File: config.mk
export PLATFORM = sky130hd
export DESIGN_NAME = adapter_axi_stream_2_ppfifo
export DESIGN_NICKNAME = d
export VERILOG_FILES = /design/src/rtl/adapter_axi_stream_2_ppfifo.sv
export SDC_FILE = /design/constraint.sdc
export NUM_CORES = 1
export LEC_CHECK = 0
export CAP_MARGIN = 20
export CORE_AREA = 5 5 99 101
export DETAILED_ROUTE_END_ITERATION = 10
export DIE_AREA = 0 0 104 106
export PLACE_DENSITY = 0.76
export SYNTH_ARGS = -nofsm -noshare
export SYNTH_HDL_FRONTEND = slang
export SYNTH_SLANG_ARGS = --single-unit
File: constraint.sdc
create_clock -name clk -period 2.52 [get_ports clk]
set_input_delay 0.378 -clock clk [delete_from_list [all_inputs] [get_ports clk]]
set_output_delay 0.378 -clock clk [all_outputs]
set_load 0.02 [all_outputs]
File: src/rtl/adapter_axi_stream_2_ppfifo.sv
// AXI-Stream to ping-pong FIFO write-side adapter: claims a free buffer, fills it with
// stream words and releases it on end of packet or when the buffer capacity is reached.
module adapter_axi_stream_2_ppfifo #(
  parameter int unsigned DATA_WIDTH = 32
) (
  input  logic                  clk,
  input  logic                  rst,

  input  logic                  i_axi_valid,
  output logic                  o_axi_ready,
  input  logic [DATA_WIDTH-1:0] i_axi_data,
  input  logic                  i_axi_last,

  input  logic [1:0]            i_write_ready,
  output logic [1:0]            o_write_activate,
  input  logic [23:0]           i_write_size,
  output logic                  o_write_stb,
  output logic [DATA_WIDTH-1:0] o_write_data,

  output logic                  o_busy
);

  typedef enum logic [1:0] {StIdle, StFill, StRelease} state_e;

  state_e                state_q, state_d;
  logic [23:0]           count_q, count_d;
  logic [1:0]            activate_q, activate_d;
  logic                  stb_q, stb_d;
  logic [DATA_WIDTH-1:0] data_q, data_d;

  logic                  axi_ready;
  logic                  xfer;
  logic [23:0]           count_inc;

  assign count_inc = count_q + 24'd1;
  assign xfer      = i_axi_valid && axi_ready;

  // State register; reset abandons any claimed buffer and drops a pending strobe.
  always_ff @(posedge clk) begin
    if (rst) begin
      state_q    <= StIdle;
      count_q    <= '0;
      activate_q <= '0;
      stb_q      <= 1'b0;
      data_q     <= '0;
    end else begin
      state_q    <= state_d;
      count_q    <= count_d;
      activate_q <= activate_d;
      stb_q      <= stb_d;
      data_q     <= data_d;
    end
  end

  always_comb begin
    state_d    = state_q;
    count_d    = count_q;
    activate_d = activate_q;
    stb_d      = 1'b0;
    data_d     = data_q;

    unique case (state_q)
      StIdle: begin
        if (|i_write_ready) begin
          count_d    = '0;
          // Buffer 0 wins when both are available.
          activate_d = i_write_ready[0] ? 2'b01 : 2'b10;
          state_d    = StFill;
        end
      end

      StFill: begin
        if (xfer) begin
          stb_d   = 1'b1;
          data_d  = i_axi_data;
          count_d = count_inc;
          if (i_axi_last || (count_inc == i_write_size)) begin
            state_d = StRelease;
          end
        end else if (count_q >= i_write_size) begin
          // Covers a zero-sized buffer: release without writing anything.
          state_d = StRelease;
        end
      end

      StRelease: begin
        activate_d = 2'b00;
        state_d    = StIdle;
      end

      default: begin
        activate_d = 2'b00;
        state_d    = StIdle;
      end
    endcase
  end

  always_comb begin
    axi_ready = (state_q == StFill) && (count_q < i_write_size);
  end

  assign o_axi_ready      = axi_ready;
  assign o_write_activate = activate_q;
  assign o_write_stb      = stb_q;
  assign o_write_data     = data_q;
  assign o_busy           = (state_q != StIdle);

endmodule
Word level (Yosys, flattened, before mapping)
Index checks and enable logic that the tools add are counted.
{ "classes": {"n_addsub": 1, "mul": 0, "div_mod_pow": 0, "magnitude_cmp": 2, "n_eq_ne": 6, "shift": 0, "mux": 12, "bitwise": 1, "n_reduce_logical": 12} }
{ "op_table": {"columns": ["cell", "n"], "rows": [
  ["$mux W24", 2],
  ["$pmux W24 S2", 1],
  ["$add A24 B1 Y24 const B", 1],
  ["$eq A24 B24 Y1", 1],
  ["$ge A24 B24 Y1", 1],
  ["$lt A24 B24 Y1", 1],
  ["$mux W2", 6],
  ["$pmux W2 S2", 2],
  ["$ne A3 B3 Y1 const B", 2],
  ["$reduce_and A3 Y1", 2],
  ["$ne A2 B2 Y1 const B", 2],
  ["$reduce_and A2 Y1", 2],
  ["$reduce_bool A2 Y1", 2],
  ["$reduce_or A2 Y1", 2],
  ["$eq A2 B1 Y1 const B", 1],
  ["$logic_and A1 B1 Y1", 2],
  ["$logic_not A2 Y1", 1],
  ["$logic_or A1 B1 Y1", 1],
  ["$mux W1", 1],
  ["$not A1 Y1", 1]
]} }
{ "word_totals": {"ff_bits": 61, "latch_bits": 0, "ramBits": 0, "rom_bits": 0, "output_inout_bits": 37, "n_memories": 0} }

Logic depth before layout (Yosys ltp)
{ "depth": {"ltp_word": 6, "mapped_depth": 11, "mapped_depth_nobuf": 10} }

Least setup slack after synthesis
OpenSTA, ideal clock, no wires.
{ "synth_timing": {"kind": "in2reg", "from": "input i_write_size[1]", "to": "register count_q[22]", "setup_ps": 87, "t_arrival_ps": 2389, "t_required_ps": 2433, "slack_ps": 43, "cell_stages": 11, "path_buffers": 1, "cell_sequence": "inv_1 ha_1 nor2b_1 o21a_1 o21ai_1 a21oi_1 o31ai_2 and2_1 nand3_2 buf_2 o31ai_1"} }
{ "synth_via": {"elab_chain_len": 5} }
{ "synth_rtl": {"columns": ["element", "line_no", "source"], "rows": [
  ["from (decl)", "16", "input logic [23:0] i_write_size,"],
  ["$lt A24 B24 Y1", "99", "axi_ready = (state_q == StFill) && (count_q < i_write_size);"],
  ["$logic_and A1 B1 Y1", "99", null],
  ["net o_axi_ready", "10", "output logic o_axi_ready,"],
  ["$logic_and A1 B1 Y1", "36", "assign xfer = i_axi_valid && axi_ready;"],
  ["$ne A2 B2 Y1 (no source line)", null, null],
  ["$reduce_and A3 Y1 (no source line)", null, null],
  ["to (signal assigned)", "48", "count_q <= count_d;"],
  ["to (decl)", "26", "logic [23:0] count_q, count_d;"]
]} }
The timed path passes the listed nets, and every way through them passes these cells.
A chain may end at the register's enable or synchronous reset.

Worst setup path in the final report
{ "layout_timing": {"from": "register count_q[16]", "to": "register state_q[0]"} }
{ "layout_via": {"elab_chain_len": 5, "word_cells_on_any_way": 12, "classes_between": "1 x add/sub; 2 x order compare; 3 x eq/ne; 2 x mux; 4 x reduce/logical"} }
{ "layout_rtl": {"columns": ["element", "line_no", "source"], "rows": [
  ["$add A24 B1 Y24 / $lt A24 B24 Y1 (equally long branches)", "35, 99", null],
  ["$eq A24 B24 Y1 / $logic_and A1 B1 Y1 (equally long branches)", "77, 99", null],
  ["$logic_or A1 B1 Y1 / $logic_and A1 B1 Y1 (equally long branches)", "77, 36", null],
  ["$ne A3 B3 Y1 (no source line) / $mux W2 (equally long branches)", null, null],
  ["$reduce_and A3 Y1 (no source line) / $pmux W2 S2 (equally long branches)", null, null],
  ["to (signal assigned)", "41", "state_q <= StIdle;"],
  ["to (signal assigned)", "47", "state_q <= state_d;"],
  ["to (decl)", "25", "state_e state_q, state_d;"]
]} }
Parallel ways exist; a longest one is shown, timed or not.

==> metrics.txt <==
WP data required 2.75 ns; switching power share of the total 0.305; WS Path Type flop to flop; Finished Cell Area 6190 um^2; Tightest Hold Check Type flop to flop; Sink Count 61; vias in the first global route 4,195; clock slew at reported path FFs roughly 0.09 ns; hold-critical path depth 2; top cells by area, synth dfxtp_1 32%, mux2i_1 8.4%, ha_1 8.2%; clock tree buffer depth 2; Worst Tran Pin Value between 1 and 1.5 ns; Post-synth EDFFs 0; Setup Skew 0.0136 ns; Area growth syn-to-layout 61.9%; antenna violations before repair 0; Root Buffer clkbuf_8; Distinct cells, synth 57; HPWL after DPL 9060 um; net load switching power 781 uW; multi-input logic area 2710 um^2; PwrDens 414 nW/um^2; outcome finished, violations left; dominant cell type by area after synthesis dfxtp_1; num rows 35; Detailed Routing Iterations Pass 1 4; flops & latches, synth 61; RSZ-0062 raised after global routing true; port buffer count between 90 and 100; Remaining Overflow, GRT 0; Clk pwr share 0.359; register area 1240 um^2; CTS buffer count 9; MaxCap Viol Count 0; Async SR Flop Fraction 0; antenna-violating nets left 0; cells after synthesis 453; first-pass GRT wire length 19,800 um; internal power 1.78 mW; fin crit period 2.67 ns; Core Region between 8000 and 9000 um^2; final-report setup violation count 2; # DRC 0; CTS tree built; n_diodes 0; DR vias 4,110; Mapped Area 3830 um^2; Final Power 2.56 mW; maximum vdd drop 0.000404 V; Synth Net Count 540; Die Span X approximately 100 um; Initial Utilization 0.428; YS warnings 0; routability cong. between 0.8 and 0.9; mean area per synthesized cell 8.45 um^2; Comb pwr share 0.243; DIE HEIGHT 106 um; Fmax 374 MHz; failing checks negative setup slack; fin. max-slew vios 0; Commonest cells post-synth 61 x dfxtp_1, 49 x nor2_1, 36 x nand2_1, 32 x inv_1, 32 x mux2i_1; Synth top area share 0.319; I/O pin cnt 99; die area 11,000 um^2; arrival time at the worst endpoint 2.91 ns; P_leak 2.84 nW; Main synth FF type dfxtp_1; layout net count 721; gr usage total 0.219; largest net degree at the start of global routing 41; Setup WS post-layout -0.154 ns; clk_lat worst skew 0.35 ns; R2R cell count 11; Final Cycle Share 1.06; sequential share of the synthesized area 0.319; final wirelength 12,800 um; fraction of layout cells with a size suffix above 1 0.282; Iter 0 DRT Violations between 200 and 250; crit-path max FO 3; vias per inst around 5.5; count leader, synth dfxtp_1; Slew Limit Headroom 0.219; H-tree depth 3; Startpoint Class flop; fill count between 700 and 800; mean routed wirelength per cell 17.1 um; Sequential Power Share 0.398; DP Area between 5000 and 6000 um^2; CP Capture Type flop; final hold vios 0
## final timing paths
path	startpoint	end	slack, ns
worst max-delay path	count_q[16]	state_q[0]	-0.15
worst min-delay path	o_write_activate[1]	o_write_activate[1]	0.48
worst max register to register	count_q[16]	state_q[0]	-0.15
worst min register to register	o_write_activate[1]	o_write_activate[1]	0.48
## final cells by class
type	instances	share of cell area
flip-flops and latches	61	0.200
repair buffers	190	0.288
clock buffers	9	0.0200
clock inverters	7	0.0121
multi-input cells	340	0.438
inverters	32	0.0194
well taps	111	0.0224
## power by group through the flow
stage          Clock, mW  Combinational [mW]  Sequential, mW
6_report           0.920               0.622            1.02
5_1_grt            0.991               0.663            1.02
4_1_cts            0.930               0.587            1.02
3_5_place_dp           0               0.563            1.04
3_3_place_gp           0               0.551            1.04
2_1_floorplan          0               0.219            1.08
## cell usage in the layout, fill, tap and decap left out, types with 11 or more instances in the layout
cell / n
clkdlybuf4s50_1: 79
buf_4: 76
dfxtp_1: 51
nor2_1: 48
nand2_1: 32
mux2i_1: 30
inv_1: 25
xnor2_1: 21
ha_1: 17
xor2_1: 16
o21ai_0: 14
o31ai_1: 14
dlygate4sd2_1: 14
a21oi_1: 12
buf_6: 11
## stage by stage
| stage | std cells | utilization | hold WS (ns) | TNS (ns) | setup slack (ns) |
|---|---|---|---|---|---|
| 2_1_floorplan | 453 | - | 0.458 | 0 | 0.0435 |
| 3_3_place_gp | 719 | 0.613 | 0.454 | -25.80 | -0.656 |
| 3_5_place_dp | 719 | 0.613 | 0.472 | -32.09 | -0.689 |
| 4_1_cts | 740 | 0.656 | 0.485 | 0 | 0.000471 |
| 5_1_grt | 750 | 0.693 | 0.521 | -0.716 | -0.236 |
| 6_report | 750 | 0.693 | 0.478 | -0.231 | -0.154 |
## flip-flops by register name (all words and copies together), names as in the netlist
register	cells
o_write_data	32
count_q	24
o_write_activate	2
state_q	2
o_write_stb	1
## critical path, stage by stage, from the launching register on
cell	delay, ns
dfxtp_2	0.35
buf_6	0.09
nand4_1	0.19
buf_4	0.22
nor3_4	0.16
buf_6	0.14
nand2_2	0.06
xnor2_1	0.13
or4_4	0.56
nor4_4	0.25
a21oi_2	0.11
o31a_1	0.29
## routing by layer
metal | wire length [um] | GRT usage
met5 | 0 | 0
met2 | 6020 | 0.374
met3 | 1110 | 0.0741
met4 | 433 | 0.0879
met1 | 5230 | 0.252
## kinds of logic (layout without fill, tap and decap cells)
group,Yosys count,in the layout,share of synthesized area
compound gates,86,86,0.153
xor+xnor,37,37,0.0847
fa+ha+maj,25,25,0.0818
buf+inv,52,238,0.0546
flops,61,61,0.319
mux,33,33,0.0867
simple gates,159,159,0.220
## repair_timing
action / CTS / global route
hold buffers: 0 / 0
gates resized for setup: 54 / 58
pin swaps: 20 / 27
cloned: 1 / 2
endpoints found under the setup margin: 58 / 52
buffers inserted: 4 / 9
(Power assumes the default switching activity.)
